<file path="config.mk">
export PLATFORM = sky130hd
export DESIGN_NAME = jt1943_rom_req
export DESIGN_NICKNAME = d
export VERILOG_FILES = /design/src/rtl/jt1943_rom_pkg.sv /design/src/rtl/jt1943_rom_req_sel.sv /design/src/rtl/jt1943_rom_req.sv
export SDC_FILE = /design/constraint.sdc
export NUM_CORES = 1
export LEC_CHECK = 0
export BUFFER_PORTS_ARGS = -buffer_cell sky130_fd_sc_hd__buf_2
export CORE_ASPECT_RATIO = 1.4
export CORE_UTILIZATION = 30
export CTS_BUF_LIST = sky130_fd_sc_hd__clkbuf_8
export CTS_CLUSTER_SIZE = 25
export DETAILED_ROUTE_END_ITERATION = 8
export GPL_TIMING_DRIVEN = 0
export PLACE_DENSITY = 0.46
export SLEW_MARGIN = 20
export SYNTH_ARGS = -nofsm -noshare
export SYNTH_HDL_FRONTEND = slang
export SYNTH_SLANG_ARGS = --single-unit
</file>
<file path="constraint.sdc">
create_clock -name clk -period 6.2 [get_ports clk]
set_input_delay 1.24 -clock clk [delete_from_list [all_inputs] [get_ports clk]]
set_output_delay 1.24 -clock clk [all_outputs]
set_load 0.01 [all_outputs]
</file>
<file path="src/rtl/jt1943_rom_pkg.sv">
// Shared constants and line alignment helper
// for the jt1943 ROM request cache.
package jt1943_rom_pkg;

    localparam int LINE_W = 32;
    localparam int SLOTS  = 2;

    // Clear the sub-word bits so the address points at a 32-bit line
    function automatic logic [31:0] line_align(
        input logic [31:0] a,
        input int          dw
    );
        logic [31:0] r;
        r = a;
        if (dw == 8) begin
            r[1:0] = 2'b00;
        end else if (dw == 16) begin
            r[0] = 1'b0;
        end
        return r;
    endfunction

endpackage

</file>
<file path="src/rtl/jt1943_rom_req_sel.sv">
// Sub-word mux: picks the DW-bit word out of a 32-bit line,
// optionally swapping on address bit 0.
module jt1943_rom_req_sel
    import jt1943_rom_pkg::*;
#(
    parameter int DW        = 8,
    parameter bit INVERT_A0 = 1'b0
) (
    input  logic [LINE_W-1:0] line,
    input  logic [1:0]        a_lo,
    output logic [DW-1:0]     dout
);

    logic unused_lo;
    assign unused_lo = &{1'b0, a_lo};

    generate
        if (DW == 8) begin : g_b8
            logic [1:0] sel;
            assign sel = a_lo ^ {1'b0, INVERT_A0};
            // Byte select within the line
            always_comb begin
                dout = line[7:0];
                unique case (sel)
                    2'd0: dout = line[7:0];
                    2'd1: dout = line[15:8];
                    2'd2: dout = line[23:16];
                    2'd3: dout = line[31:24];
                    default: dout = line[7:0];
                endcase
            end
        end else if (DW == 16) begin : g_b16
            logic sel;
            assign sel = a_lo[0] ^ INVERT_A0;
            // Half-word select within the line
            always_comb begin
                dout = sel ? line[31:16] : line[15:0];
            end
        end else begin : g_b32
            // Whole line is the word
            always_comb begin
                dout = line[DW-1:0];
            end
        end
    endgenerate

endmodule

</file>
<file path="src/rtl/jt1943_rom_req.sv">
// Two-slot ROM line cache in front of the SDRAM arbiter.
// Optional JT1943_ROMRQ_STATS_EN adds simulation hit-rate counters.
module jt1943_rom_req
    import jt1943_rom_pkg::*;
#(
    parameter int AW        = 8,
    parameter int DW        = 8,
    parameter bit INVERT_A0 = 1'b0
) (
    input  logic              clk,
    input  logic              rst_n,
    input  logic              cen,
    input  logic [AW-1:0]     addr,
    input  logic              addr_ok,
    output logic [AW-1:0]     addr_req,
    input  logic [LINE_W-1:0] din,
    output logic [DW-1:0]     dout,
    output logic              req,
    input  logic              we
);

    logic [AW-1:0]     tag_q  [SLOTS];
    logic [AW-1:0]     tag_d  [SLOTS];
    logic [LINE_W-1:0] data_q [SLOTS];
    logic [LINE_W-1:0] data_d [SLOTS];
    logic [SLOTS-1:0]  valid_q, valid_d;
    logic              vic_q, vic_d;

    logic [31:0]       addr_ext;
    logic              hit0, hit1, hit;
    logic              tgt;
    logic [LINE_W-1:0] line;

    assign addr_ext = 32'(addr);
    assign addr_req = AW'(line_align(addr_ext, DW));

    assign hit0 = valid_q[0] & (tag_q[0] == addr_req);
    assign hit1 = valid_q[1] & (tag_q[1] == addr_req);
    assign hit  = hit0 | hit1;
    assign req  = addr_ok & ~hit;

    // Line driven to the mux: slot 0 wins if both hit
    always_comb begin
        line = '0;
        if (hit0) begin
            line = data_q[0];
        end else if (hit1) begin
            line = data_q[1];
        end
    end

    jt1943_rom_req_sel #(
        .DW        (DW),
        .INVERT_A0 (INVERT_A0)
    ) u_sel (
        .line (line),
        .a_lo (addr_ext[1:0]),
        .dout (dout)
    );

    // Fill: refresh the hitting slot, else replace the victim
    always_comb begin
        tag_d   = tag_q;
        data_d  = data_q;
        valid_d = valid_q;
        vic_d   = vic_q;
        tgt     = hit0 ? 1'b0 : (hit1 ? 1'b1 : vic_q);
        if (cen && we) begin
            tag_d[tgt]   = addr_req;
            data_d[tgt]  = din;
            valid_d[tgt] = 1'b1;
            if (!hit) begin
                vic_d = ~vic_q;
            end
        end
    end

    // Cache state registers
    always_ff @(posedge clk or negedge rst_n) begin
        if (!rst_n) begin
            for (int k = 0; k < SLOTS; k++) begin
                tag_q[k]  <= '0;
                data_q[k] <= '0;
            end
            valid_q <= '0;
            vic_q   <= 1'b0;
        end else begin
            tag_q   <= tag_d;
            data_q  <= data_d;
            valid_q <= valid_d;
            vic_q   <= vic_d;
        end
    end

`ifdef JT1943_ROMRQ_STATS_EN
    logic [31:0] lookups_q;
    logic [31:0] misses_q;
    logic [31:0] lookups_n;
    logic [31:0] misses_n;

    assign lookups_n = lookups_q + 32'd1;
    assign misses_n  = misses_q + {31'd0, req};

    // Lookup/miss counters with periodic hit-rate report
    always_ff @(posedge clk or negedge rst_n) begin
        if (!rst_n) begin
            lookups_q <= '0;
            misses_q  <= '0;
        end else if (cen) begin
            if (addr_ok) begin
                lookups_q <= lookups_n;
                if (lookups_n[15:0] == 16'd0) begin
                    $display("ROMRQ hit rate %d%%",
                        ((lookups_n - misses_n) * 32'd100)
                        / lookups_n);
                end
            end
            misses_q <= misses_n;
        end
    end
`endif

endmodule

</file>
======== After elaboration in Yosys (flattened, before gate mapping) ========
Index checks and enable logic that the tools add are counted.
storage, ports and cells
  register bits ........................... 83
  input bits .............................. 45
cells by class
  $lt $le $gt $ge ......................... 4
  equality and inequality tests ........... 5
  muxes and demuxes ....................... 13
  bitwise gates (word level) .............. 8
  reductions and logical operators ........ 5
operators with widths
  operator            number
  $mux 32             3
  $bwmux 64           1
  $demux 32 s1        1
  $pmux 8 s4          1
  $bwmux 16           1
  $eq 8x8->1          2
  $demux 8 s1         1
  $mux 8              1
  $eq 2x2->1 const B  2
  $and 1x1->1         3
  $logic_and 1x1->1   3
  $mux 1              3
  $eq 2x1->1 const B  1
  $ge 2x2->1 const B  1
  $logic_not 2->1     1
  $lt 1x2->1 const B  1
  $lt 2x1->1 const B  1
  $not 1->1           2
  $not 1->2           1
  $or 2x2->2          1
  $reduce_and 2->1    1
  $demux 1 s1         1
  $ge 1x1->1 const B  1
  $or 1x1->1          1

======== Longest topological paths before layout ========
Gate-level depths: netlist of run 1.
  word-level depth ........................ 10
  gate-level depth with buffers ........... 7
  mapped depth without buffers ............ 5

======== By module ========
From an unflattened synthesis of run 1, not the netlist that was laid out.
unflattened totals
  cell total of the unflattened synthesis .. 248
  area, all modules ....................... 3677.3 sq um
by module, submodules not included
  module              instances  cells an instance  area each (sq um)
  jt1943_rom_req      1          238                3480.8
  jt1943_rom_req_sel  1          10                 196.4

======== Least setup slack after synthesis of run 1 ========
Ideal clock, no wire load.
  path type ............................... input -> output
  start point ............................. input addr[2]
  end point ............................... output dout[1]
  arrival time ............................ 2599 ps
  data required time ...................... 4960 ps
  path slack .............................. 2361 ps
  stages on the path ...................... 4
  path buffers ............................ 0
  cell sequence ........................... xor2_1 -> nor4_4 -> mux2_2 -> a221oi_1
on the way
  cells in the longest elaborated chain, start to end .. 5
ends and longest elaborated chain
  what                RTL line                  source
  start: declaration  jt1943_rom_req.sv:13      input logic [AW-1:0] addr,
  $eq 8x8->1          jt1943_rom_req.sv:38      assign hit1 = valid_q[1] & (tag_q[1] == addr_req);
  $and 1x1->1         jt1943_rom_req.sv:38
  $mux 32             jt1943_rom_req.sv:47      end else if (hit1) begin
  $mux 32 (*)         jt1943_rom_req.sv:45      if (hit0) begin
  $pmux 8 s4 (*)      jt1943_rom_req_sel.sv:24  unique case (sel)
  end: declaration    jt1943_rom_req.sv:17      output logic [DW-1:0] dout,
Mark *: on every way between the ends. The rest lies on a longest branch, timed or not.

======== Final worst setup path of run 1 ========
  start point ............................. input addr[4]
  end point ............................... output dout[6]
The elaborated chain is that of the path after synthesis.

==> results.txt, run 1 <==
Vias in the first global route = 2383
Post-route cell area = 0.00444 mm²
Io pins = 62
Critical path arrival = 3.16 ns
Synth async-reset ratio = 1.00
Top delay family on crit path = simple AND/OR/NAND/NOR gates
Worst slew pin tran = 0.681 ns
Period Utilization, post-route = 0.709
Most used cell, CP = buf_2
Post-Route Setup TNS = 0 ns
Setup Fix Bufs, Post-CTS = 0
H-tree depth = 3
Syn Std Cell Area = 0.00374 mm²
Crit path required time = 4.96 ns
Die height = 134 µm
Final Hold Fails = 0
DRC = 0
FP Rows = 47
Post-route minimum period = 4.40 ns
Final cell count without fillers = 474
Clk sinks = 79
CTS Hold Bufs = 0
Post-synth EDFFs = 0
Global route overflow = 0
Layout area overhead = 18.7%
Hold WC Path Type = reg2reg
HP Start = valid_q[1]
Die area = 0.0129 mm²
Largest net degree at the start of global routing = 49
Most area-consuming cells after synthesis = dfrtp_1 (53%), mux2_2 (15%), mux4_2 (8.4%), mux2_1 (6.0%), mux2_4 (3.6%)
Crit path largest cell delay = 0.51 ns
Pwr per Cell Area = 419 mW/mm²
Yosys warnings = 0
Yosys reg bits = 79
Startpoint Class = input port
Max Cap Viol = 0
Drt initial violations = 59
WP buf/inv = 2
Most frequent cell after synthesis = dfrtp_1
Synthesized area per cell = 14.9 µm²
Die width = 96.4 µm
Cell Chain, Critical Path = buf_2 > xnor2_1 > nand4_1 > nor4_1 > nand2b_1 > o21ai_0 > buf_2
Setup crit start = addr[4]
CTS root buffer = clkbuf_8
Crit path max fanout = 7
Unrepaired setup endpoints after global routing = no
Via count = 2230
First-pass GRT wire length = 13500 µm
Commonest cells post-synth = dfrtp_1 (79), mux2_2 (50), mux2_1 (20)
Core Box Area = 0.0120 mm²
Fmax = 0.227 GHz
Seq/Total Area, Yosys = 0.528
Leak = 1.95 nW
Antenna violations before repair = 0
DP Area = 0.00425 mm²
Post-CTS Resized = 0
Syn Inst Count = 252
Dpl cells = 458
RR Startpoint = tag_q[4]
Final setup violating endpoints = 0
Unique masters post-synth = 33
Clock buffer depth = 2
# diodes = 0
Final Max Slew Viols = 0
Total GRT Usage = 0.150
Worst slew margin = 0.546
Critical path class = in2out
Drt pass-1 iters = 4
TritonCTS buffer count = 9
Clock transition at path regs = 0.07 ns
Antenna violation net count after detailed routing = 0
Ys flop type = dfrtp_1
CP endpoint kind = output port
Overall routed net length = 8730 µm
Nets = 367
Status = completed
Port buffer count = 57
Post-synth top area share = 0.528
HPWL after DPL = 5990 µm
Placer Congestion = 0.662
TritonCTS clock tree = done
Average wire per standard cell = 18.4 µm
Initial core utilization = 0.312
Clk_lat worst skew = 0.35 ns
Worst IR Drop VDD = 0.137 mV
Cell accounting for the most synthesized area = dfrtp_1
Post-layout total power = 0.00186 W
Slowest cell on crit path = nor4_1
Layout cells sized above 1 = 0.517
Clk_skew = 0.00988 ns
Via density = 4.70
## state kept, by name, summed over array words and instances (netlist names)
register  flops
vic_q         1
data_q       64
tag_q        12
valid_q       2
## cell usage in the layout, fill, tap and decap left out, types with 2 or more instances in the layout
master and n:
conb_1 2, a22oi_1 2, mux4_2 14, buf_4 10, dfrtp_1 79, buf_2 61, o21ai_0 7, mux2_1 20
clkbuf_1 2, xnor2_1 7, inv_1 10, nand4_1 2, nor2_1 2, mux2_2 50, clkbuf_8 13, buf_6 4
mux2_4 9, or2_2 2, xor2_1 6, nand2_1 8
## where the power goes
group / internal (W) / switching (W) / total, W
combinational: 0.000370 / 0.000213 / 0.000583
clock: 0.000187 / 0.000185 / 0.000373
sequential: 0.000772 / 0.000133 / 0.000905
## per-stage QoR
| step | hold WS, ns | setup WS, ns | utilization |
|---|---|---|---|
| floorplan | 0.436 | 2.36 | - |
| detailed placement | 0.461 | 1.68 | 0.354 |
| global placement | 0.454 | 1.69 | 0.351 |
| finish | 0.480 | 1.80 | 0.370 |
| global route | 0.496 | 1.44 | 0.370 |
| CTS | 0.482 | 1.69 | 0.370 |
## metal layers
| metal | vias to the layer above | routed length, µm | track usage |
|---|---|---|---|
| met4 | 0 | 225 | 0.0752 |
| met1 | 1135 | 3700 | 0.185 |
| met3 | 13 | 273 | 0.0198 |
| met5 | - | 0 | 0 |
| met2 | 47 | 4530 | 0.252 |
| li1 | 1035 | - | - |
## kinds of logic after synthesis
group / synth area share
xor gates and xnor gates: 0.0304
and+or+nand+nor: 0.0354
other: 0.00100
buffers and inverters: 0.0488
AOI/OAI and AO/OA: 0.0251
DFF: 0.528
muxes: 0.331
## final timing paths
check	cells after the start	slack, ns	to
max in group asynchronous	2	4.77	data_q[49]
worst min register to register	2	0.48	valid_q[1]
min in group asynchronous	1	0.83	tag_q[14]
worst max-delay path	7	1.80	dout[6]
worst max register to register	7	3.86	data_q[14]
worst min-delay path	2	0.48	valid_q[1]
## layout make-up
class / count / area [µm²]
Clock buffer: 13 / 179
Tap cell: 147 / 184
Timing Repair Buffer: 58 / 315
Sequential cell: 79 / 1980
Fill cell: 1214 / 7560
Buffer: 21 / 149
Inverter: 9 / 33.8
Multi-Input combinational cell: 144 / 1590
Clock inverter: 3 / 16.3
## worst reg2reg max path, cell delays in order, from the launching register on
cell      delay, ns
dfrtp_1        0.39
xnor2_1        0.18
nand4_1        0.14
or4_4          0.44
a211oi_2       0.25
buf_4          0.26
buf_6          0.22
mux2_1         0.34
No activity file was read; power rests on OpenSTA's default activity.
==> inputs of run 2 (changes only) <==
--- a/config.mk
+++ b/config.mk
@@ -5,6 +5,7 @@
 export SDC_FILE = /design/constraint.sdc
 export NUM_CORES = 1
 export LEC_CHECK = 0
+export ABC_AREA = 1
 export BUFFER_PORTS_ARGS = -buffer_cell sky130_fd_sc_hd__buf_2
 export CORE_ASPECT_RATIO = 1.4
 export CORE_UTILIZATION = 30
@@ -12,7 +13,7 @@
 export CTS_CLUSTER_SIZE = 25
 export DETAILED_ROUTE_END_ITERATION = 8
 export GPL_TIMING_DRIVEN = 0
-export PLACE_DENSITY = 0.46
+export PLACE_DENSITY = 0.47
 export SLEW_MARGIN = 20
 export SYNTH_ARGS = -nofsm -noshare
 export SYNTH_HDL_FRONTEND = slang
==> constraint.sdc (replaced) <==
create_clock -name clk -period 3.93 [get_ports clk]
set_input_delay 0.786 -clock clk [delete_from_list [all_inputs] [get_ports clk]]
set_output_delay 0.786 -clock clk [all_outputs]
set_load 0.01 [all_outputs]
==> run 2 against run 1 <==
Compared with the run above:
- total power is 79% higher
- global-route usage rose by 5.4 points
- wire length is 58% higher
- critical path type unchanged
- highest routed layer unchanged
==> results.txt, run 2 <==
Status = completed
Yosys reg bits = 79 (unchanged)
Antenna violations before repair = 0 (unchanged)
Seq/Total Area, Yosys = 0.468 (-0.0604)
Port buffer count = 59 (+3.5%)
Worst IR Drop VDD = 0.210 mV (+54%)
Commonest non-fill, non-tap cells in the layout = nand2_1 (270), dfrtp_1 (79), nand3_1 (71)
FP Rows = 50 (+6.4%)
Clock buffer depth = 2 (unchanged)
Setup Fix Bufs, Post-CTS = 0 (unchanged)
Clk_skew = 0.00708 ns (-0.00280 ns)
CP endpoint kind = output port
# diodes = 0 (unchanged)
First-pass GRT wire length = 21700 µm (+61%)
Syn Std Cell Area = 0.00423 mm² (+13%)
Final WS setup = 0.731 ns (-1.07 ns)
CTS root buffer = clkbuf_8
Max Cap Viol = 0 (unchanged)
Worst slew pin tran = 0.806 ns (+0.125 ns)
Reg2reg end = data_q[34]
Most common cell after layout, fill and taps aside = nand2_1
DRC = 0 (unchanged)
Ys flop type = dfrtp_1
Critical path arrival = 2.41 ns (-0.75 ns)
Synthesized area per cell = 7.22 µm² (-51%)
Final setup violating endpoints = 0 (unchanged)
Largest net degree at the start of global routing = 55 (+12%)
Total GRT Usage = 0.204 (+0.0539)
Pwr per Cell Area = 659 mW/mm² (+57%)
Startpoint Class = input port
Final Hold Fails = 0 (unchanged)
Clock transition at path regs = 0.09 ns (+0.02 ns)
TritonCTS buffer count = 9 (unchanged)
Post-Route Setup TNS = 0 ns (unchanged)
Nets = 702 (+91%)
Synth async-reset ratio = 1.00 (unchanged)
Syn Inst Count = 585 (+130%)
HPWL after DPL = 10100 µm (+68%)
Final Max Slew Viols = 0 (unchanged)
Antenna violation net count after detailed routing = 0 (unchanged)
Die area = 0.0146 mm² (+13%)
Overall routed net length = 13800 µm (+58%)
Post-synth EDFFs = 0 (unchanged)
Most frequent cell after synthesis = nand2_1
Die height = 142 µm (+6.2%)
Clk sinks = 79 (unchanged)
TritonCTS clock tree = done
Crit path max fanout = 10 (+3)
Placer Congestion = 0.912 (+38%)
Drt initial violations = 162 (+170%)
RR Startpoint = tag_q[15]
Unique masters post-synth = 24 (-27%)
Yosys warnings = 0 (unchanged)
Post-route minimum period = 3.20 ns
Hold WC Path Type = in2async
Reg with most FFs = data_q
Die width = 102 µm (+6.1%)
Vias in the first global route = 3994 (+68%)
Global route overflow = 0 (unchanged)
Fmax = 0.313 GHz
Drt pass-1 iters = 5 (+1)
H-tree depth = 3 (unchanged)
Via density = 4.76 (+1.2%)
Flop2flop setup slack = 2.14 ns (-1.72 ns)
Unrepaired setup endpoints after global routing = no
Layout cells sized above 1 = 0.172 (-0.345)
Initial core utilization = 0.311 (-0.000708)
Max reg flops = 64 (unchanged)
Leak = 2.76 nW (+41%)
Crit path required time = 3.14 ns (-1.82 ns)
Pre-CTS setup slack = 0.700 ns (-0.981 ns)
Via count = 4020 (+80%)
Post-synth top area share = 0.468 (-0.0604)
Average wire per standard cell = 16.4 µm (-11%)
Commonest cells post-synth = nand2_1 (270), dfrtp_1 (79), nand3_1 (71)
Clk_lat worst skew = 0.37 ns (+0.02 ns)
Post-CTS Resized = 0 (unchanged)
Critical path class = in2out
Core Box Area = 0.0136 mm² (+13%)
Most area-consuming cells after synthesis = dfrtp_1 (47%), nand2_1 (24%), nand3_1 (8.4%), nand4_1 (5.9%), buf_4 (2.5%)
Cell accounting for the most synthesized area = dfrtp_1
CTS Hold Bufs = 0 (unchanged)
Worst slew margin = 0.461 (-0.0854)
Io pins = 62 (unchanged)
Period Utilization, post-route = 0.814
Reg2Reg Depth = 10 (+3)
Largest registers = data_q (64), tag_q (12), valid_q (2)
Layout area overhead = 19.3%
==> run 2: changes by cell type in the layout (fill, tap and decap cells not counted), sizes merged, moves of 14 or more <==
| cell | change |
|---|---|
| nand2 | +265 |
| nand3 | +72 |
| nand4 | +38 |
| mux2 | -79 |
| inv | +20 |
| nor2 | +27 |
| mux4 | -14 |
==> run 2: per-stage QoR <==
step           hold WS, ns  total power, W  instance area (µm²)  instances  utilization
6_report             0.339         0.00333                 5040        844        0.371
5_1_grt              0.350         0.00358                 5040        844        0.371
4_1_cts              0.337         0.00336                 5040        844        0.371
3_5_place_dp         0.457         0.00255                 4780        828        0.352
3_3_place_gp         0.452         0.00253                 4750        827        0.350
2_1_floorplan        0.421         0.00214                 4230        586            -
==> run 2: cell families after synthesis <==
logic type / after synthesis / synth area share
DFF: 79 / 0.468
buffers and inverters: 72 / 0.0862
AOI/OAI and AO/OA: 17 / 0.0216
and+or+nand+nor: 416 / 0.423
other: 1 / 0.000888
==> run 2: critical path: stages <==
cell and delay [ns]:
buf_2 0.15, inv_2 0.08, nand2_1 0.06, o21ai_1 0.13
nor2_4 0.11, nand2_4 0.12, clkbuf_1 0.41, nand2_1 0.11
nand3_1 0.10, nand2_1 0.07, nor2_1 0.13, buf_2 0.15
==> run 2: power breakdown <==
| group | internal [W] | total, W | switching [W] | leakage (nW) |
|---|---|---|---|---|
| Clock | 0.000483 | 0.000795 | 0.000312 | 0.131 |
| Combinational | 0.000389 | 0.00110 | 0.000707 | 1.66 |
| Sequential | 0.00119 | 0.00143 | 0.000247 | 0.974 |
| Total | 0.00206 | 0.00333 | 0.00127 | 2.76 |
==> run 2: worst max path at each step <==
stage,slack [ns],end,start,cells past startpoint
after detailed placement,0.70,dout[2],addr[7],12
after floorplan,1.34,dout[0],addr[5],12
after CTS,0.73,dout[7],addr[0],12
after global routing,0.56,dout[4],addr[0],12
after global placement,0.71,dout[7],addr[7],12
final,0.73,dout[2],addr[7],12
==> run 2: final cells by class <==
| type | instances | area, µm² |
|---|---|---|
| Multi-Input combinational cell | 435 | 1890 |
| Buffer | 42 | 251 |
| Fill cell | 1520 | 8530 |
| Timing Repair Buffer | 60 | 325 |
| Tap cell | 182 | 228 |
| Clock inverter | 7 | 136 |
| Clock buffer | 9 | 124 |
| Sequential cell | 79 | 1980 |
| Inverter | 30 | 113 |
==> run 2: layer usage <==
metal | share of wire | up-vias | global-route usage
met2 | 0.51 | 91 | 0.356
li1 | - | 2013 | -
met5 | 0 | - | 0
met1 | 0.42 | 1901 | 0.250
met4 | 0.022 | 0 | 0.0759
met3 | 0.043 | 15 | 0.0300
==> inputs of run 3 (changes only) <==
--- a/config.mk
+++ b/config.mk
@@ -13,7 +13,7 @@
 export CTS_CLUSTER_SIZE = 25
 export DETAILED_ROUTE_END_ITERATION = 8
 export GPL_TIMING_DRIVEN = 0
-export PLACE_DENSITY = 0.47
+export PLACE_DENSITY = 0.45
 export SLEW_MARGIN = 20
 export SYNTH_ARGS = -nofsm -noshare
 export SYNTH_HDL_FRONTEND = slang
==> constraint.sdc (replaced) <==
create_clock -name clk -period 3.3 [get_ports clk]
set_input_delay 0.66 -clock clk [delete_from_list [all_inputs] [get_ports clk]]
set_output_delay 0.66 -clock clk [all_outputs]
set_load 0.01 [all_outputs]
==> run 3 against run 2 <==
Compared with the run above:
- cell count stayed put
- wire length decreased by 0.40%
- global-route usage up 0.12 points
- count of clock-buffer cells in the layout up 3
- clock skew up 0.0024 ns
- critical endpoint is now dout[7]
- first-iteration DRC count increased by 40%
==> results.txt, run 3 (synthesis results as in run 2) <==
Pwr per Cell Area = 760 mW/mm² (+15%)
Largest registers = data_q (64), tag_q (12), valid_q (2)
Max reg flops = 64 (unchanged)
Die width = 102 µm (unchanged)
Sw frac = 0.397 (+0.0165)
Number of fill cells = 1531 (+0.72%)
Crit path max fanout = 10 (unchanged)
Combinational share of power = 0.342 (+0.012)
Post-route minimum period = 2.96 ns
Clock buffer depth = 2 (unchanged)
Die area = 0.0146 mm² (unchanged)
Clk_lat worst skew = 0.36 ns (about the same)
Final WS setup = 0.344 ns (-0.387 ns)
Drt initial violations = 227 (+40%)
Clk_skew = 0.00946 ns (+0.00237 ns)
Antenna violations before repair = 0 (unchanged)
Most common cell after layout, fill and taps aside = nand2_1
RR Startpoint = tag_q[15]
Net Sw Power = 0.00151 W (+19%)
Clock transition at path regs = 0.08 ns (about the same)
Reg2Reg Depth = 10 (unchanged)
Via count = 4037 (+0.42%)
Fmax = 0.338 GHz
Crit path required time = 2.64 ns (-0.50 ns)
WP buf/inv = 5 (+1)
DRC = 0 (unchanged)
Nets = 702 (unchanged)
Placer Congestion = 0.865 (-5.1%)
CP endpoint kind = output port
Seq pwr share = 0.454 (+0.023)
Cell Chain, Critical Path = buf_2 > inv_1 > nand2_1 > inv_1 > clkbuf_1 > nand2_1 > nand2_1 > a21oi_1 > nor2_1 > nor2_1 > nor2_1 > buf_2
Post-layout total power = 0.00379 W (+14%)
Clk sinks = 79 (unchanged)
Worst IR Drop VDD = 0.245 mV (+16%)
Core Box Area = 0.0136 mm² (unchanged)
Unrepaired setup endpoints after global routing = no
Via density = 4.78 (+0.42%)
Reg with most FFs = data_q
Status = completed
Startpoint Class = input port
Final Max Slew Viols = 0 (unchanged)
Crit path largest cell delay = 0.46 ns (+0.05 ns)
Commonest non-fill, non-tap cells in the layout = nand2_1 (270), dfrtp_1 (79), nand3_1 (71)
TritonCTS buffer count = 9 (unchanged)
Max Cap Viol = 0 (unchanged)
First-pass GRT wire length = 21800 µm (+0.47%)
FP Rows = 50 (unchanged)
Slowest cell on crit path = clkbuf_1
CTS root buffer = clkbuf_8
CTS Hold Bufs = 0 (unchanged)
Critical path arrival = 2.30 ns (-0.11 ns)
Setup Fix Bufs, Post-CTS = 0 (unchanged)
Port buffer count = 59 (unchanged)
Sequential cell area = 0.00198 mm² (unchanged)
Largest net degree at the start of global routing = 42 (-24%)
Leak = 2.74 nW (-0.82%)
Final Hold Fails = 0 (unchanged)
Layout area overhead = 18.0%
H-tree depth = 3 (unchanged)
Period Utilization, post-route = 0.896
Final setup violating endpoints = 0 (unchanged)
Layout cells sized above 1 = 0.171 (-0.00151)
Worst slew pin tran = 0.715 ns (-0.0905 ns)
Pint = 0.00228 W (+11%)
Io pins = 62 (unchanged)
Drt pass-1 iters = 4 (-1)
Critical path class = in2out
Antenna violation net count after detailed routing = 0 (unchanged)
Initial core utilization = 0.311 (unchanged)
Total GRT Usage = 0.205 (+0.00115)
Post-CTS Resized = 0 (unchanged)
TritonCTS clock tree = done
Flop2flop setup slack = 1.52 ns (-0.62 ns)
Overall routed net length = 13800 µm (-0.40%)
Worst slew margin = 0.521 (+0.0605)
HPWL after DPL = 10100 µm (+0.65%)
Reg2reg end = data_q[58]
Post-Route Setup TNS = 0 ns (unchanged)
Top delay family on crit path = buffers and inverters
Multi-input logic area = 0.00189 mm² (unchanged)
Vias in the first global route = 4024 (+0.75%)
Hold WC Path Type = in2async
Global route overflow = 0 (unchanged)
Clk pwr share = 0.203 (-0.036)
Die height = 142 µm (unchanged)
# diodes = 0 (unchanged)
Pre-CTS setup slack = 0.331 ns (-0.369 ns)
Average wire per standard cell = 16.3 µm (-0.40%)
run 3: cell types whose count changed in the layout (fill, tap and decap cells not counted):
cell,previous run,this run
bufinv_16,4,1
clkbuf_8,9,12
buf_16,1,0
clkinv_2,1,0
buf_12,0,1
inv_1,25,26
run 3: metrics by stage:
step | hold slack [ns] | std cells | instance area (µm²) | utilization
2_1_floorplan | 0.364 | 586 | 4230 | -
3_3_place_gp | 0.452 | 827 | 4750 | 0.350
3_5_place_dp | 0.457 | 828 | 4770 | 0.352
4_1_cts | 0.302 | 844 | 4980 | 0.367
5_1_grt | 0.322 | 844 | 4980 | 0.367
6_report | 0.286 | 844 | 4980 | 0.367
run 3: power groups by stage:
stage                     clock [W]  combinational [W]  sequential (W)
after global placement            0            0.00128         0.00173
after CTS                  0.000796            0.00131         0.00172
after floorplan                   0           0.000933         0.00162
after global routing       0.000835            0.00148         0.00178
after detailed placement          0            0.00131         0.00174
final                      0.000771            0.00130         0.00172
run 3: worst max path at each step:
stage	depth (start not counted)	slack (ns)	endpoint	startpoint
5_1_grt	12	0.17	dout[7]	addr[0]
6_report	12	0.34	dout[7]	addr[0]
4_1_cts	12	0.33	dout[7]	addr[0]
2_1_floorplan	12	0.96	dout[0]	addr[5]
3_5_place_dp	12	0.33	dout[7]	addr[0]
3_3_place_gp	12	0.33	dout[7]	addr[0]
run 3: routing by layer:
layer	track usage	vias to the layer above	part of all wire	routed length, µm
li1	-	2016	-	-
met2	0.348	77	0.51	6970
met1	0.262	1927	0.44	6120
met5	0	-	0	0
met3	0.0280	17	0.031	420
met4	0.0737	0	0.018	254
run 3: final cells by class:
type,instances,share of cell area
sequential,79,0.397
multi-input combinational,435,0.379
timing repair buffer,60,0.0638
buffer,42,0.0505
tap,182,0.0457
clock buffer,12,0.0331
inverter,30,0.0226
clock inverter,4,0.00904
